$ cat src/rtl/axis_packetizer.sv
// axis_packetizer
//   Frames an unframed AXI-S word stream by generating m_tlast. One word is
//   held back so tlast can be attached once we know whether it is the last
//   of a packet: either the programmed length is reached, or the input has
//   been idle for `timeout` cycles (flush).
//
// Ports
//   aclk, aresetn        clock, asynchronous active-low reset
//   pkt_len              words per packet (0 = 2^LSIZE), sampled at packet start
//   timeout              idle cycles before flush (0 = disabled), used live
//   s_tdata/tvalid/tready  input stream
//   m_tdata/tvalid/tlast/tready  output stream (registered)
//   pkt_cnt              packets emitted (wraps)
//   tmo_cnt              packets closed by timeout (wraps)
module axis_packetizer #(
    parameter int unsigned DSIZE = 8,
    parameter int unsigned LSIZE = 8,
    parameter int unsigned TSIZE = 16
) (
    input  logic             aclk,
    input  logic             aresetn,
    input  logic [LSIZE-1:0] pkt_len,
    input  logic [TSIZE-1:0] timeout,
    input  logic [DSIZE-1:0] s_tdata,
    input  logic             s_tvalid,
    output logic             s_tready,
    output logic [DSIZE-1:0] m_tdata,
    output logic             m_tvalid,
    output logic             m_tlast,
    input  logic             m_tready,
    output logic [15:0]      pkt_cnt,
    output logic [15:0]      tmo_cnt
);

    typedef enum logic {StEmpty = 1'b0, StHold = 1'b1} state_e;

    state_e           r_state;
    state_e           w_state_nxt;
    logic [DSIZE-1:0] r_hold_d;
    logic [LSIZE-1:0] r_idx;
    logic [LSIZE-1:0] r_len;
    logic [TSIZE-1:0] r_timer;
    logic [DSIZE-1:0] r_m_tdata;
    logic             r_m_tvalid;
    logic             r_m_tlast;
    logic [15:0]      r_pkt_cnt;
    logic [15:0]      r_tmo_cnt;

    logic             w_hold_v;
    logic             w_out_free;
    logic             w_s_fire;
    logic [LSIZE-1:0] w_len_m1;
    logic             w_final_len;
    logic             w_timer_hit;
    logic             w_move;
    logic             w_move_last;
    logic             w_restart;

    assign w_hold_v    = (r_state == StHold);
    assign w_out_free  = !r_m_tvalid | m_tready;
    assign s_tready    = !w_hold_v | w_out_free;
    assign w_s_fire    = s_tvalid & s_tready;
    // Wraps modulo 2^LSIZE, so r_len == 0 closes at idx == all-ones.
    assign w_len_m1    = r_len - LSIZE'(1);
    assign w_final_len = w_hold_v & (r_idx == w_len_m1);
    assign w_timer_hit = w_hold_v & (timeout != '0) & (r_timer == timeout);
    assign w_move      = w_hold_v & w_out_free & (w_final_len | w_s_fire | w_timer_hit);
    // A word arriving on the flush cycle keeps the packet open; length never yields.
    assign w_move_last = w_final_len | (w_timer_hit & !w_s_fire);
    // The captured word starts a new packet if nothing is held or the held one closes now.
    assign w_restart   = !w_hold_v | (w_move & w_move_last);

    assign m_tdata  = r_m_tdata;
    assign m_tvalid = r_m_tvalid;
    assign m_tlast  = r_m_tlast;
    assign pkt_cnt  = r_pkt_cnt;
    assign tmo_cnt  = r_tmo_cnt;

    always_comb begin
        w_state_nxt = r_state;
        unique case (r_state)
            StEmpty: if (w_s_fire) w_state_nxt = StHold;
            StHold:  if (w_move && !w_s_fire) w_state_nxt = StEmpty;
            default: w_state_nxt = StEmpty;
        endcase
    end

    always_ff @(posedge aclk or negedge aresetn) begin
        if (!aresetn) begin
            r_state <= StEmpty;
        end else begin
            r_state <= w_state_nxt;
        end
    end

    // Hold stage
    always_ff @(posedge aclk or negedge aresetn) begin
        if (!aresetn) begin
            r_hold_d <= '0;
            r_idx    <= '0;
            r_len    <= '0;
            r_timer  <= '0;
        end else if (w_s_fire) begin
            r_hold_d <= s_tdata;
            r_timer  <= '0;
            if (w_restart) begin
                r_idx <= '0;
                r_len <= pkt_len;
            end else begin
                r_idx <= r_idx + LSIZE'(1);
            end
        end else if (w_hold_v) begin
            // Saturate; also clamps if timeout is lowered below the running count.
            if (r_timer < timeout) begin
                r_timer <= r_timer + TSIZE'(1);
            end else begin
                r_timer <= timeout;
            end
        end
    end

    // Output stage
    always_ff @(posedge aclk or negedge aresetn) begin
        if (!aresetn) begin
            r_m_tdata  <= '0;
            r_m_tvalid <= 1'b0;
            r_m_tlast  <= 1'b0;
        end else if (w_move) begin
            r_m_tdata  <= r_hold_d;
            r_m_tvalid <= 1'b1;
            r_m_tlast  <= w_move_last;
        end else if (m_tready) begin
            r_m_tvalid <= 1'b0;
        end
    end

    always_ff @(posedge aclk or negedge aresetn) begin
        if (!aresetn) begin
            r_pkt_cnt <= '0;
            r_tmo_cnt <= '0;
        end else begin
            if (r_m_tvalid && m_tready && r_m_tlast) begin
                r_pkt_cnt <= r_pkt_cnt + 16'd1;
            end
            if (w_move && w_move_last && !w_final_len) begin
                r_tmo_cnt <= r_tmo_cnt + 16'd1;
            end
        end
    end

endmodule

$ cat config.mk
export PLATFORM = sky130hd
export DESIGN_NAME = axis_packetizer
export DESIGN_NICKNAME = d
export VERILOG_FILES = /design/src/rtl/axis_packetizer.sv
export SDC_FILE = /design/constraint.sdc
export NUM_CORES = 1
export LEC_CHECK = 0
export BUFFER_PORTS_ARGS = -buffer_cell sky130_fd_sc_hd__buf_2
export CORE_UTILIZATION = 60
export CTS_CLUSTER_SIZE = 14
export DETAILED_ROUTE_END_ITERATION = 10
export PLACE_DENSITY = 0.84
export SETUP_SLACK_MARGIN = 0.5
export SKIP_LAST_GASP = 1
export SYNTH_ARGS = -nofsm -noshare
export SYNTH_HDL_FRONTEND = slang
export SYNTH_SLANG_ARGS = --single-unit
$ cat constraint.sdc
create_clock -name aclk -period 5.2 [get_ports aclk]
set_clock_uncertainty 0.2 [all_clocks]
set_input_delay 1.04 -clock aclk [delete_from_list [all_inputs] [get_ports aclk]]
set_output_delay 1.04 -clock aclk [all_outputs]
set_load 0.1 [all_outputs]
==> metrics.md <==
| Metric | Value |
|---|---|
| Netlist cell types | `50` |
| DR vias | `3969` |
| Antenna diode count | `0` |
| Place WS | `1.47 ns` |
| Cell count after synthesis | `499` |
| R2R depth | `9` |
| Count of filler cells inserted in the layout | `594` |
| Pins Over Slew Limit | `0` |
| Port Buffers | `78` |
| Max stage delay cell, worst path | `a31oi_2` |
| Reg area | `2080 µm²` |
| Adder-cell share of the synthesized area | `5.64%` |
| Final setup violation count | `0` |
| CTS Buffer Depth | `2` |
| Pleak | `0.00261 µW` |
| Gpl congestion | `0.964` |
| Pre-Repair DR Iteration Count | `5` |
| DRT Wirelength | `10900 µm` |
| Initial antenna violation count | `0` |
| Critical path, cell by cell | `buf_2 -> inv_1 -> ha_1 -> nand4_1 -> nor4_2 -> o21ai_0 -> a31oi_2 -> buf_4 -> nor3_1 -> o21ai_0 -> o21ai_0` |
| Num CTS Buffers | `9` |
| Final hold viol count | `0` |
| Run status | `completed` |
| Largest family of logic cells by synthesized area | `simple AND/OR/NAND/NOR gates` |
| Hold buffers post-CTS | `0` |
| Setup CP Type | `input pin to flip-flop` |
| Max incr delay on CP | `0.42 ns` |
| Yosys top cell area share | `44.6%` |
| Synth Area in XOR/XNOR | `8.46%` |
| Setup Buffers After CTS | `0` |
| TNS Setup | `0 ns` |
| CTS Sinks | `83` |
| Int Power | `1320 µW` |
| Reg2reg start | `r_timer[12]` |
| First-pass GRT wire length | `18200 µm` |
| Worst Slack Setup Final | `1.82 ns` |
| Share of cells above drive strength 1 | `20.2%` |
| Critical R2R Capture | `r_timer[3]` |
| Finished Core Util | `71.9%` |
| VDD IR-drop max | `0.354 mV` |
| Net switching power | `1170 µW` |
| Final worst-path cycle share | `65.0%` |
| Die width | `90.1 µm` |
| RSZ-0062 raised after global routing | `no` |
| Nets | `635` |
| Hold depth | `1` |
| DR WL/cell | `15.9 µm` |
| Mapped Avg Cell Area | `9.34 µm²` |
| Logic pwr share | `43.1%` |
| Min Clock Period, post-route | `3.38 ns` |
| Fraction of registers with async set/reset | `100%` |
| CTS root buf | `clkbuf_8` |
| Startpoint Class | `input pin` |
| CP required | `5.22 ns` |
| Clock power frac | `17.1%` |
| Post-CTS Resized | `0` |
| Initial drt markers | `231` |
| Number of synthesized register bits | `83` |
| Design Power | `2490 µW` |
| CP most frequent cell | `o21ai_0` |
| FP Rows | `31` |
| Part of the power in registers | `39.8%` |
| Post-synth EDFFs | `0` |
| Synth area leaders | `dfrtp_1, nand2_1, ha_1` |
| Most common cell after layout, fill and taps aside | `dfrtp_1` |
| Mux cell area share after synthesis | `4.32%` |
| Detail Route Antenna Nets | `0` |
| Post-synthesis sequential area ratio | `44.6%` |
| DP HPWL | `7810 µm` |
| Mapped Nets | `556` |
| Sw Ratio | `47.1%` |
| Crit Path Max Fanout | `27` |
| DR DRC count | `0` |
| Remaining Overflow, GRT | `0` |
| Die Area | `8120 µm²` |
| Largest net degree at the start of global routing | `84` |
| Worst-margin pin slew | `1.01 ns` |
| Area of the multi-input gates | `2430 µm²` |
| Die Ht | `90.1 µm` |
| Worst hold path endpoint | `pkt_cnt[15]` |
| Area leader, netlist | `dfrtp_1` |
| Area growth syn-to-layout | `13.8%` |
| Flop2flop setup slack | `2.18 ns` |
| Synth Warn # | `0` |
| Core Footprint | `7370 µm²` |
| Headroom to the max-slew limit | `32.9%` |
| Leading register cell type out of synthesis | `dfrtp_1` |
| Synthesized area | `4660 µm²` |
| Via density | `5.82` |
| Pwr/cell area | `470 nW/µm²` |
| Tot GR Track Use | `28.3%` |
| Simple-gate area share of the yosys netlist | `21.9%` |
| Commonest non-fill, non-tap cells in the layout | `dfrtp_1, buf_2, nand2_1, o21ai_0, nor2_1` |
| CP endpoint kind | `flip-flop` |
| Clock slew at reported path FFs | `0.10 ns` |
| Vias in the first global route | `3900` |
| CTS tree | `built` |
| Worst Hold Launch | `pkt_cnt[15]` |
| Fmax | `0.296 GHz` |
| Max-Cap Viols | `0` |
| Ports | `79` |
| Data arrival time of the worst path | `3.40 ns` |
| Post-synthesis compound-gate area fraction | `11.8%` |
| Initial Utilization | `63.2%` |
| Htree depth | `3` |
| Worst Hold Class | `flip-flop to flip-flop` |
| Clock Latency Late Sink | `0.36 ns` |
## sequential cells by signal, indices dropped and copies added (netlist names)
signal,flops
m_tdata,8
m_tlast,1
m_tvalid,1
pkt_cnt,16
r_hold_d,8
r_idx,8
r_len,8
r_state,1
r_timer,16
tmo_cnt,16
## synthesized netlist by cell type, types with 2 or more instances
cell type,count
and4_1,3
nand4_1,11
mux2_1,4
buf_2,3
o21ai_0,40
a21oi_1,24
or2_2,3
nor2b_1,4
mux2_2,13
a21o_1,2
o21a_1,2
and3_1,12
nor3_1,18
dfrtp_1,83
o31ai_1,3
nor3b_1,3
nand2_1,72
xnor2_1,26
ha_1,21
clkbuf_1,6
o211a_1,2
nand3_1,27
nand2b_1,6
a31oi_1,2
nor2_1,32
o2111ai_1,2
inv_1,24
xor2_1,19
nor4_1,10
buf_6,2
## metrics by stage
| stage | cells | hold WS, ns | area (µm²) |
|---|---|---|---|
| after floorplan | 499 | 0.240 | 4660 |
| after global placement | 666 | 0.251 | 5130 |
| after detailed placement | 666 | 0.259 | 5130 |
| after CTS | 682 | 0.275 | 5300 |
| after global routing | 682 | 0.281 | 5300 |
| final | 682 | 0.277 | 5300 |
## per-layer routing
| layer | vias to the layer above | GRT usage, % | part of all wire (%) | wire length [µm] |
|---|---|---|---|---|
| met5 | - | 0 | 0 | 0 |
| met4 | 0 | 14.0 | 3.1 | 340 |
| met3 | 30 | 4.31 | 5.9 | 641 |
| met2 | 139 | 48.3 | 50 | 5380 |
| met1 | 1887 | 34.9 | 41 | 4500 |
| li1 | 1913 | - | - | - |
## power groups by stage
stage	Sequential, µW	Combinational, µW	Clock [µW]
after detailed placement	998	1060	0
final	992	1070	425
after global routing	1020	1160	458
after global placement	988	1030	0
after floorplan	1250	576	0
after CTS	988	1070	432
## how the worst max path moves through the flow
stage	endpoint	from	slack, ns	depth (start not counted)
floorplan	tmo_cnt[1]	timeout[13]	1.93	8
global placement	tmo_cnt[1]	timeout[12]	1.62	9
detailed placement	r_timer[3]	timeout[13]	1.47	11
CTS	r_timer[3]	timeout[13]	1.87	11
global route	r_timer[3]	timeout[12]	1.54	11
finish	r_timer[3]	timeout[13]	1.82	11
## cell type report
| cell class | count | share of cell area [%] |
|---|---|---|
| Sequential cell | 83 | 39.2 |
| Multi-Input combinational cell | 380 | 45.8 |
| Clock inverter | 6 | 0.873 |
| Inverter | 24 | 1.70 |
| Clock buffer | 10 | 2.41 |
| Timing Repair Buffer | 80 | 7.70 |
| Tap cell | 99 | 2.34 |
## kinds of logic after synthesis
group | after synthesis
adders and majority gates | 21
DFF | 83
AOI/OAI and AO/OA | 89
and+or+nand+nor | 207
muxes | 18
buffers and inverters | 36
xor gates and xnor gates | 45
## critical path: cells and delay by family
| kind | cells | cell delay [ns] |
|---|---|---|
| AOI/OAI and AO/OA | 4 | 0.95 |
| and+or+nand+nor | 3 | 0.58 |
| buffers and inverters | 3 | 0.53 |
| adders and majority gates | 1 | 0.29 |
Power figures use the tool's default switching activity.
